## src/rtl/vecmat_row_sched_if.sv

```systemverilog
// Result/datapath bundle for vecmat_row_sched: weight RAM read, datapath issue/return and result stream.
// The scheduler takes the master side; the weight RAM, datapath and gate logic sit on the slave side.
interface vecmat_row_sched_if #(
    parameter int ADDRW = 7,
    parameter int DW    = 16
);
    logic             w_rd_en;
    logic [ADDRW-1:0] w_addr;
    logic             vm_en;
    logic [DW-1:0]    vm_result;
    logic             res_valid;
    logic             res_ready;
    logic [DW-1:0]    res_data;
    logic [ADDRW-1:0] res_idx;

    modport master (
        output w_rd_en,
        output w_addr,
        output vm_en,
        output res_valid,
        output res_data,
        output res_idx,
        input  vm_result,
        input  res_ready
    );

    modport slave (
        input  w_rd_en,
        input  w_addr,
        input  vm_en,
        input  res_valid,
        input  res_data,
        input  res_idx,
        output vm_result,
        output res_ready
    );
endinterface

```

## src/rtl/vecmat_row_sched.sv

```systemverilog
// Row scheduler for the shared LSTM vector-matrix unit: issues rows 0..N-1, buffers results in order.
// Optional abort input is built when VECMAT_SCHED_ABORT_EN is defined.
module vecmat_row_sched #(
    parameter int NROWS  = 100,
    parameter int ADDRW  = 7,
    parameter int DW     = 16,
    parameter int LAT    = 2,
    parameter int FDEPTH = 4
) (
    input  logic             clk,
    input  logic             reset,
    input  logic             start,
    input  logic [ADDRW-1:0] nrows_cfg,
`ifdef VECMAT_SCHED_ABORT_EN
    input  logic             abort,
`endif
    output logic             busy,
    output logic             done,
    vecmat_row_sched_if.master bus
);

    localparam int CW = $clog2(FDEPTH + 1);
    localparam int SW = CW + 1;
    localparam int PW = (FDEPTH > 1) ? $clog2(FDEPTH) : 1;

    typedef enum logic [1:0] {
        IDLE,
        ISSUE,
        DRAIN,
        DONE
    } state_t;

    state_t state;
    state_t next_state;

    logic [ADDRW-1:0] last_row;
    logic [ADDRW-1:0] w_addr_q;
    logic             vm_en_q;
    logic [ADDRW-1:0] vm_idx;
    logic [LAT-1:0]   vld_sr;
    logic [ADDRW-1:0] idx_sr [LAT];

    logic [CW-1:0]    inflight;
    logic [CW-1:0]    fifo_count;
    logic [PW-1:0]    wr_ptr;
    logic [PW-1:0]    rd_ptr;
    logic [DW-1:0]    mem_data [FDEPTH];
    logic [ADDRW-1:0] mem_idx  [FDEPTH];

    logic             issue;
    logic             issue_ok;
    logic             pop;
    logic             fifo_wr;
    logic             accept_last;
    logic             abort_hit;
    logic [SW-1:0]    credit_used;

    function automatic logic [PW-1:0] ptr_inc(input logic [PW-1:0] p);
        return (p == PW'(FDEPTH - 1)) ? '0 : p + PW'(1);
    endfunction

`ifdef VECMAT_SCHED_ABORT_EN
    assign abort_hit = abort && ((state == ISSUE) || (state == DRAIN));
`else
    assign abort_hit = 1'b0;
`endif

    // A row popped this cycle frees its slot in time for the next issue, which keeps
    // the pipeline at one row per cycle when FDEPTH == LAT+2 and the consumer keeps up.
    always_comb begin
        pop         = (fifo_count != '0) && bus.res_ready;
        fifo_wr     = vld_sr[LAT-1];
        accept_last = pop && (mem_idx[rd_ptr] == last_row);
        credit_used = SW'(inflight) + SW'(fifo_count) - SW'(pop);
        issue_ok    = credit_used < SW'(FDEPTH);
    end

    always_ff @(posedge clk or posedge reset) begin
        if (reset) begin
            state <= IDLE;
        end else begin
            state <= next_state;
        end
    end

    always_comb begin
        next_state = state;
        issue      = 1'b0;
        case (state)
            IDLE: begin
                if (start) begin
                    next_state = ISSUE;
                end
            end
            ISSUE: begin
                issue = issue_ok;
                if (issue_ok && (w_addr_q == last_row)) begin
                    next_state = DRAIN;
                end
            end
            DRAIN: begin
                if (accept_last) begin
                    next_state = DONE;
                end
            end
            DONE: begin
                next_state = IDLE;
            end
            default: begin
                next_state = IDLE;
            end
        endcase
        if (abort_hit) begin
            issue      = 1'b0;
            next_state = DONE;
        end
    end

    always_ff @(posedge clk or posedge reset) begin
        if (reset) begin
            last_row   <= '0;
            w_addr_q   <= '0;
            vm_en_q    <= 1'b0;
            vm_idx     <= '0;
            vld_sr     <= '0;
            inflight   <= '0;
            fifo_count <= '0;
            wr_ptr     <= '0;
            rd_ptr     <= '0;
            for (int i = 0; i < LAT; i++) begin
                idx_sr[i] <= '0;
            end
            for (int i = 0; i < FDEPTH; i++) begin
                mem_data[i] <= '0;
                mem_idx[i]  <= '0;
            end
        end else begin
            if ((state == IDLE) && start) begin
                w_addr_q <= '0;
                if ((nrows_cfg == '0) || (int'(nrows_cfg) > NROWS)) begin
                    last_row <= ADDRW'(NROWS - 1);
                end else begin
                    last_row <= nrows_cfg - ADDRW'(1);
                end
            end else if (issue) begin
                w_addr_q <= w_addr_q + ADDRW'(1);
            end

            vm_en_q   <= issue;
            vm_idx    <= w_addr_q;
            vld_sr[0] <= vm_en_q;
            idx_sr[0] <= vm_idx;
            for (int i = 1; i < LAT; i++) begin
                vld_sr[i] <= vld_sr[i-1];
                idx_sr[i] <= idx_sr[i-1];
            end

            if (fifo_wr) begin
                mem_data[wr_ptr] <= bus.vm_result;
                mem_idx[wr_ptr]  <= idx_sr[LAT-1];
                wr_ptr           <= ptr_inc(wr_ptr);
            end
            if (pop) begin
                rd_ptr <= ptr_inc(rd_ptr);
            end

            inflight   <= inflight + CW'(issue) - CW'(fifo_wr);
            fifo_count <= fifo_count + CW'(fifo_wr) - CW'(pop);

            // Abort drops everything still travelling through the datapath and the FIFO.
            if (abort_hit) begin
                vm_en_q    <= 1'b0;
                vld_sr     <= '0;
                inflight   <= '0;
                fifo_count <= '0;
                wr_ptr     <= '0;
                rd_ptr     <= '0;
            end
        end
    end

    assign bus.w_rd_en   = issue;
    assign bus.w_addr    = w_addr_q;
    assign bus.vm_en     = vm_en_q;
    assign bus.res_valid = (fifo_count != '0);
    assign bus.res_data  = mem_data[rd_ptr];
    assign bus.res_idx   = mem_idx[rd_ptr];
    assign busy          = (state != IDLE);
    assign done          = (state == DONE);

endmodule

```

## src/flat_wrapper.sv

```systemverilog
// flat-port wrapper written by rule: the top's interface ports become plain ports
module vecmat_row_sched_flat 
#(
    parameter int NROWS  = 100,
    parameter int ADDRW  = 7,
    parameter int DW     = 16,
    parameter int LAT    = 2,
    parameter int FDEPTH = 4
)
  (clk, reset, start, nrows_cfg, busy, done, bus_w_rd_en, bus_w_addr, bus_vm_en, bus_res_valid, bus_res_data, bus_res_idx, bus_vm_result, bus_res_ready);
  vecmat_row_sched_if #(.ADDRW(ADDRW), .DW(DW)) bus_i ();
  input  logic clk;
  input  logic reset;
  input  logic start;
  input  logic [ADDRW-1:0] nrows_cfg;
  output logic busy;
  output logic done;
  output wire logic [$bits(bus_i.w_rd_en)-1:0] bus_w_rd_en;
  output wire logic [$bits(bus_i.w_addr)-1:0] bus_w_addr;
  output wire logic [$bits(bus_i.vm_en)-1:0] bus_vm_en;
  output wire logic [$bits(bus_i.res_valid)-1:0] bus_res_valid;
  output wire logic [$bits(bus_i.res_data)-1:0] bus_res_data;
  output wire logic [$bits(bus_i.res_idx)-1:0] bus_res_idx;
  input wire logic [$bits(bus_i.vm_result)-1:0] bus_vm_result;
  input wire logic [$bits(bus_i.res_ready)-1:0] bus_res_ready;
  assign bus_w_rd_en = bus_i.w_rd_en;
  assign bus_w_addr = bus_i.w_addr;
  assign bus_vm_en = bus_i.vm_en;
  assign bus_res_valid = bus_i.res_valid;
  assign bus_res_data = bus_i.res_data;
  assign bus_res_idx = bus_i.res_idx;
  assign bus_i.vm_result = bus_vm_result;
  assign bus_i.res_ready = bus_res_ready;
  vecmat_row_sched #(.NROWS(NROWS), .ADDRW(ADDRW), .DW(DW), .LAT(LAT), .FDEPTH(FDEPTH)) u_core (.clk(clk), .reset(reset), .start(start), .nrows_cfg(nrows_cfg), .busy(busy), .done(done), .bus(bus_i));
endmodule
```

## config.mk

```make
export PLATFORM = sky130hd
export DESIGN_NAME = vecmat_row_sched_flat
export DESIGN_NICKNAME = d
export VERILOG_FILES = /design/src/rtl/vecmat_row_sched_if.sv /design/src/rtl/vecmat_row_sched.sv /design/src/flat_wrapper.sv
export SDC_FILE = /design/constraint.sdc
export NUM_CORES = 1
export LEC_CHECK = 0
export ABC_AREA = 1
export ABC_CLOCK_PERIOD_IN_PS = 5850
export BUFFER_PORTS_ARGS = -buffer_cell sky130_fd_sc_hd__buf_2
export CORE_MARGIN = 2
export CORE_UTILIZATION = 55
export CTS_CLUSTER_SIZE = 14
export DETAILED_ROUTE_END_ITERATION = 16
export PLACE_DENSITY = 0.75
export SETUP_SLACK_MARGIN = 0.5
export SLEW_MARGIN = 20
export SYNTH_ARGS = -nofsm -noshare
export SYNTH_HDL_FRONTEND = slang
export SYNTH_SLANG_ARGS = --single-unit
export TNS_END_PERCENT = 50
```

## constraint.sdc

```tcl
create_clock -name clk -period 5.85 [get_ports clk]
set_input_delay 1.17 -clock clk [delete_from_list [all_inputs] [get_ports clk]]
set_output_delay 1.17 -clock clk [all_outputs]
set_load 0.05 [all_outputs]
```

==> impl_metrics.tcl, run 1 <==
set metrics [dict create \
    hold_buffers 0 \
    clk_latency_ns 0.41 \
    antenna_left 0 \
    cp_data_required_time_ns 4.68 \
    hpwlAfterDp_um 8680 \
    synthAdderAreaFrac_pct 4.71 \
    pin_count 62 \
    critPathCaptureType "output port" \
    crit_cells 12 \
    ys_ff_latch 142 \
    clockBufferDepth 2 \
    period_share_pct 72.4 \
    fp.dieH_um 112 \
    switching_power_mw 1.90 \
    synth_compound_area_share_pct 13.6 \
    critPathBufInv 4 \
    powerDensity_mw_per_mm2 596 \
    vias_per_cell 5.46 \
    final_cell_mix "nand2_1, dfrtp_1, o21ai_0" \
    syn_area_mm2 0.00643 \
    crit_slowest_cell "ha_1" \
    grt_pass1_wl_um 23100 \
    area_growth_syn_to_layout_pct 14.8 \
    antenna_found_initial 0 \
    power_mw 4.40 \
    gp_congestion 0.775 \
    post_drt_wl_per_cell_um 14.8 \
    relSlewSlack_pct 42.0 \
    layout.nets 829 \
    cpPeakStageDelay_ns 0.28 \
    holdPathStages 0 \
    synth_cell_types 29 \
    period_minus_slack_ns 4.24 \
    post_cts_resize_count 0 \
    leakagePower_nw 3.76 \
    place_inst 903 \
    setup_tns_ns 0 \
    synth_top_family_by_area "simple AND/OR/NAND/NOR gates" \
    cts_tree "built" \
    core_region_area_mm2 0.0114 \
    tightest_slew_ns 0.870 \
    fin_skew_ns 0.00659 \
    power.share.combinational_pct 42.4 \
    crit_path_max_fanout 10 \
    mostFrequentLayoutCell "nand2_1" \
    netlist_instances 724 \
    sequentialPowerShare_pct 34.0 \
    syn_area_per_cell_um2 8.88 \
    die_width_um 112 \
    grt.total_usage_pct 23.0 \
    cts_sinks 142 \
    drt_pass1_iterations 5 \
    reg2reg_depth 17 \
    start_util_pct 56.3 \
    rsz0062_at_grt "false" \
    htreeDepth 4 \
    via_count 5104 \
    path_class "input pin to output port" \
    syn_nets 774 \
    drc 0 \
    grt_pass1_vias 4789 \
    synth_mux_area_share_pct 0 \
    startpoint_type "input pin" \
    whs_ns 0.347 \
    slew_violations 0 \
    path_clk_slew_ns 0.05 \
    routed_wl_um 13800 \
    overflow 0 \
    synth-warning-count 0 \
    instances_no_fill 935 \
    grt_start_max_net_pins 100 \
    hold_class "flip-flop to flip-flop" \
    finalHoldViolCount 0 \
    post_cts_buffers 0 \
    outcome "finished clean" \
    arrival_ns 3.07 \
    fin_ws_ns 1.61 \
    fmax_ghz 0.236 \
    intPower_mw 2.50 \
    port_buffers 61 \
    finalSetupViolations 0 \
    switching_share_pct 43.2 \
    ir_worst_vdd_uv 382 \
    drt_iter0_drc 532 \
    clockRootBuffer "clkbuf_16" \
    preCtsSetupSlack_ns 1.64 \
    die_area_mm2 0.0126 \
    synthXorXnorAreaFrac_pct 2.32 \
    path_cells "buf_2 > a21boi_4 > ha_1 > inv_1 > ha_1 > nand3_1 > nand2_1 > xor2_1 > nor2_1 > nand2_2 > inv_2 > buf_2" \
    max_cap_viol_count 0 \
    cpLargestDelayFamily "buffers and inverters" \
    num_rows 39 \
    synth-simple-area-share_pct 17.0 \
    seq_area_frac_synth_pct 55.3 \
    drive_gt1_share_pct 13.8 \
    cts_buffers 17 \
    diodes 0 \
    pwr-share-clk_pct 23.6 \
]
cell families after synthesis:
kind of cell	Yosys count
XOR/XNOR	17
flip-flops	142
buffers and inverters	111
AND/OR/NAND/NOR	267
AO/OA/AOI/OAI	164
adder cells (fa/ha/maj)	23
worst paths after layout:
kind | start | to | slack [ns]
min | u_core.idx_sr[13]$_DFF_PP0_ | u_core.idx_sr[6]$_DFF_PP0_ | 0.35
min reg2reg | u_core.idx_sr[13]$_DFF_PP0_ | u_core.idx_sr[6]$_DFF_PP0_ | 0.35
max in group asynchronous | reset | u_core.idx_sr[3]$_DFF_PP0_ | 3.81
min in group asynchronous | reset | u_core.mem_data[59]$_DFFE_PP0P_ | 0.95
max reg2reg | u_core.fifo_count[1]$_DFF_PP0_ | u_core.inflight[2]$_DFF_PP0_ | 2.52
max | bus_res_ready | bus_w_rd_en | 1.61
through the flow:
stage / cell area [um^2] / utilization [%]
2_1_floorplan: 6430 / -
3_3_place_gp: 6810 / 59.6
3_5_place_dp: 6810 / 59.6
4_1_cts: 7380 / 64.6
5_1_grt: 7380 / 64.6
6_report: 7380 / 64.6
synthesized netlist by cell type (all sizes together):
cell     count  area share (%)
nand3       32             2.8
clkbuf      24             1.4
nor2        48             2.8
o21ai      133              10
nand4        2            0.19
ha          21             4.1
buf          8             1.1
nor3         2            0.16
a22oi        1            0.12
o31ai        4            0.47
inv         77             4.5
nand3b       2            0.23
dfrtp      142              55
or2          1           0.097
a21oi        6            0.47
fa           2            0.62
nand2      180              11
a21boi       1            0.29
o2bb2ai      1            0.14
xnor2        8             1.1
o22ai       18             1.8
xor2         9             1.2
clkinv       2            0.12
power groups by stage:
stage / Sequential, mW / Clock (mW) / Combinational [mW]
after detailed placement: 1.50 / 0 / 1.86
final: 1.50 / 1.04 / 1.86
after floorplan: 1.48 / 0 / 1.48
after global placement: 1.49 / 0 / 1.79
after CTS: 1.49 / 1.05 / 1.88
after global routing: 1.53 / 1.09 / 2.06
flip-flops by register name, indices dropped and copies added (netlist names), 3 cells and up:
register and flops:
u_core.fifo_count 3, u_core.mem_idx 28, u_core.inflight 3, u_core.mem_data 64, u_core.last_row 7, u_core.bus.w_addr 7
u_core.idx_sr 14, u_core.vm_idx 7
metal layers:
| metal | up-vias | global-route usage [%] | share of wire [%] |
|---|---|---|---|
| met4 | 0 | 6.59 | 1.1 |
| met1 | 2478 | 31.3 | 44 |
| met5 | - | 0 | 0 |
| li1 | 2443 | - | - |
| met2 | 168 | 37.3 | 49 |
| met3 | 15 | 5.78 | 5.9 |
area by class of cell:
cell class	instances	area (um^2)
fill	918	4040
multi-input combinational	471	2410
clock buffer	25	485
inverter	79	302
sequential	142	3550
clock inverter	7	85.1
tap	143	179
timing repair buffer	68	358
Power figures use the tool's default switching activity.
==> run 2: changes to the inputs <==
Settings changed: ABC_CLOCK_PERIOD_IN_PS 5850 to 4400.
Clock period 5.85 ns to 4.4 ns, I/O delays scaled along.
==> impl_metrics.tcl, run 2 (same netlist as run 1, synthesis figures left out) <==
set metrics [dict create \
    outcome "finished clean" \
    finalSetupViolations 0 \
    area_growth_syn_to_layout_pct 15.3 \
    powerDensity_mw_per_mm2 796 \
    cts_tree "built" \
    max_flop_register "u_core.mem_data" \
    die_area_mm2 0.0126 \
    fp.dieH_um 112 \
    fmax_ghz 0.275 \
    num_rows 39 \
    clk_latency_ns 0.42 \
    highest_layer "met4" \
    cp_data_required_time_ns 3.52 \
    intPower_mw 3.33 \
    rsz0062_at_grt "false" \
    regArea_mm2 0.00355 \
    fillerInstances 958 \
    cpLargestDelayFamily "buffers and inverters" \
    fin_skew_ns 0.00559 \
    reg2reg_to "u_core.inflight[2]$_DFF_PP0_" \
    fin_util_pct 64.9 \
    grt_pass1_wl_um 23500 \
    slew_violations 0 \
    core_region_area_mm2 0.0114 \
    antenna_left 0 \
    crit_slowest_cell "ha_1" \
    largest_register_ffs 64 \
    hpwlAfterDp_um 8480 \
    r2r_start "u_core.fifo_count[1]$_DFF_PP0_" \
    layout.nets 829 \
    crit_path_max_fanout 10 \
    cpPeakStageDelay_ns 0.27 \
    multi_input_area_mm2 0.00241 \
    max_cap_viol_count 0 \
    setup_tns_ns 0 \
    final_cell_mix "nand2_1, dfrtp_1, o21ai_0" \
    hold_buffers 0 \
    pwr-share-clk_pct 24.3 \
    min_to "u_core.vld_sr[1]$_DFF_PP0_" \
    reg2reg_setup_slack_ns 1.10 \
    via_count 5082 \
    cts_buffers 17 \
    reg2reg_depth 17 \
    grt_start_max_net_pins 143 \
    power.share.combinational_pct 42.1 \
    path_class "input pin to output port" \
    relSlewSlack_pct 45.3 \
    diodes 0 \
    antenna_found_initial 0 \
    cts_sinks 142 \
    post_cts_resize_count 0 \
    path_cells "buf_2 > a21boi_4 > ha_1 > inv_1 > ha_1 > nand3_1 > nand2_1 > xor2_1 > nor2_1 > nand2_2 > inv_2 > buf_2" \
    ir_worst_vdd_uv 550 \
    leakagePower_nw 3.77 \
    critPathBufInv 4 \
    path_clk_slew_ns 0.06 \
    drt-met1-wl_um 6220 \
    holdPathStages 0 \
    vias_per_cell 5.44 \
    start_util_pct 56.3 \
    drc 0 \
    clockBufferDepth 2 \
    routed_wl_um 14000 \
    critPathCaptureType "output port" \
    die_width_um 112 \
    startpoint_type "input pin" \
    drive_gt1_share_pct 14.4 \
    grt_pass1_vias 4980 \
    pin_count 62 \
    clockRootBuffer "clkbuf_16" \
    switching_power_mw 2.57 \
    period_minus_slack_ns 3.64 \
    post_cts_buffers 0 \
    finalHoldViolCount 0 \
    drt_iter0_drc 483 \
    dr_wl_met2_um 6930 \
    gp_congestion 0.796 \
    period_share_pct 82.8 \
    arrival_ns 2.76 \
    min_from "u_core.vld_sr[0]$_DFF_PP0_" \
    routed-wl-met3_um 625 \
    hold_class "flip-flop to flip-flop" \
    switching_share_pct 43.5 \
    overflow 0 \
    tightest_slew_ns 0.820 \
    sequentialPowerShare_pct 33.6 \
    drt_pass1_iterations 6 \
    mostFrequentLayoutCell "nand2_1" \
    htreeDepth 4 \
    port_buffers 61 \
    post_drt_wl_per_cell_um 15.0 \
    reg_top3 "u_core.mem_data: 64 flops, u_core.mem_idx: 28 flops, u_core.idx_sr: 14 flops" \
    grt.total_usage_pct 23.4 \
]
==> run 2: cell type report <==
cell class                      count  share of cell area (%)
Timing Repair Buffer               68                    5.00
Inverter                           79                    4.05
Sequential cell                   142                    47.9
Clock buffer                       17                    5.74
Tap cell                          143                    2.41
Clock inverter                     15                    2.30
Multi-Input combinational cell    471                    32.6
==> run 2: power by group through the flow <==
| stage | Combinational (mW) | Sequential (mW) | Clock, mW |
|---|---|---|---|
| 6_report | 2.48 | 1.98 | 1.43 |
| 3_5_place_dp | 2.47 | 2.00 | 0 |
| 4_1_cts | 2.50 | 1.98 | 1.45 |
| 5_1_grt | 2.74 | 2.04 | 1.51 |
| 2_1_floorplan | 1.97 | 1.96 | 0 |
| 3_3_place_gp | 2.38 | 1.98 | 0 |
==> run 2: worst reg2reg max path: cells and delay by family, from the launching register on <==
| kind | cells | cell delay, ns |
|---|---|---|
| fa+ha+maj | 5 | 1.33 |
| buf+inv | 4 | 0.30 |
| simple gates | 4 | 0.49 |
| xor+xnor | 3 | 0.47 |
| compound gates | 1 | 0.26 |
| flops | 1 | 0.40 |
==> run 2: per-stage QoR <==
stage | setup WS, ns | cells | instance area [um^2] | hold WS (ns) | power, mW
4_1_cts | 0.730 | 935 | 7410 | 0.346 | 5.93
3_5_place_dp | 0.650 | 903 | 6820 | 0.335 | 4.47
5_1_grt | 0.560 | 935 | 7410 | 0.355 | 6.29
2_1_floorplan | 1.01 | 724 | 6430 | 0.331 | 3.93
3_3_place_gp | 0.797 | 903 | 6820 | 0.331 | 4.36
6_report | 0.759 | 935 | 7410 | 0.349 | 5.90
==> run 2: worst max-delay path by stage <==
stage	from	end	slack [ns]	depth (start not counted)
after floorplan	bus_res_ready	u_core.inflight[2]$_DFF_PP0_	1.01	16
after global placement	bus_res_ready	u_core.inflight[2]$_DFF_PP0_	0.80	17
after detailed placement	bus_res_ready	u_core.inflight[2]$_DFF_PP0_	0.65	17
after CTS	u_core.fifo_count[1]$_DFF_PP0_	bus_w_rd_en	0.73	12
after global routing	u_core.fifo_count[1]$_DFF_PP0_	bus_w_rd_en	0.56	12
final	bus_res_ready	bus_w_rd_en	0.76	12
==> run 2: metal layers <==
metal  global-route usage, %  up-vias
met4                    7.56        0
met1                    31.1     2473
li1                        -     2451
met3                    5.78       21
met5                       0        -
met2                    38.4      137
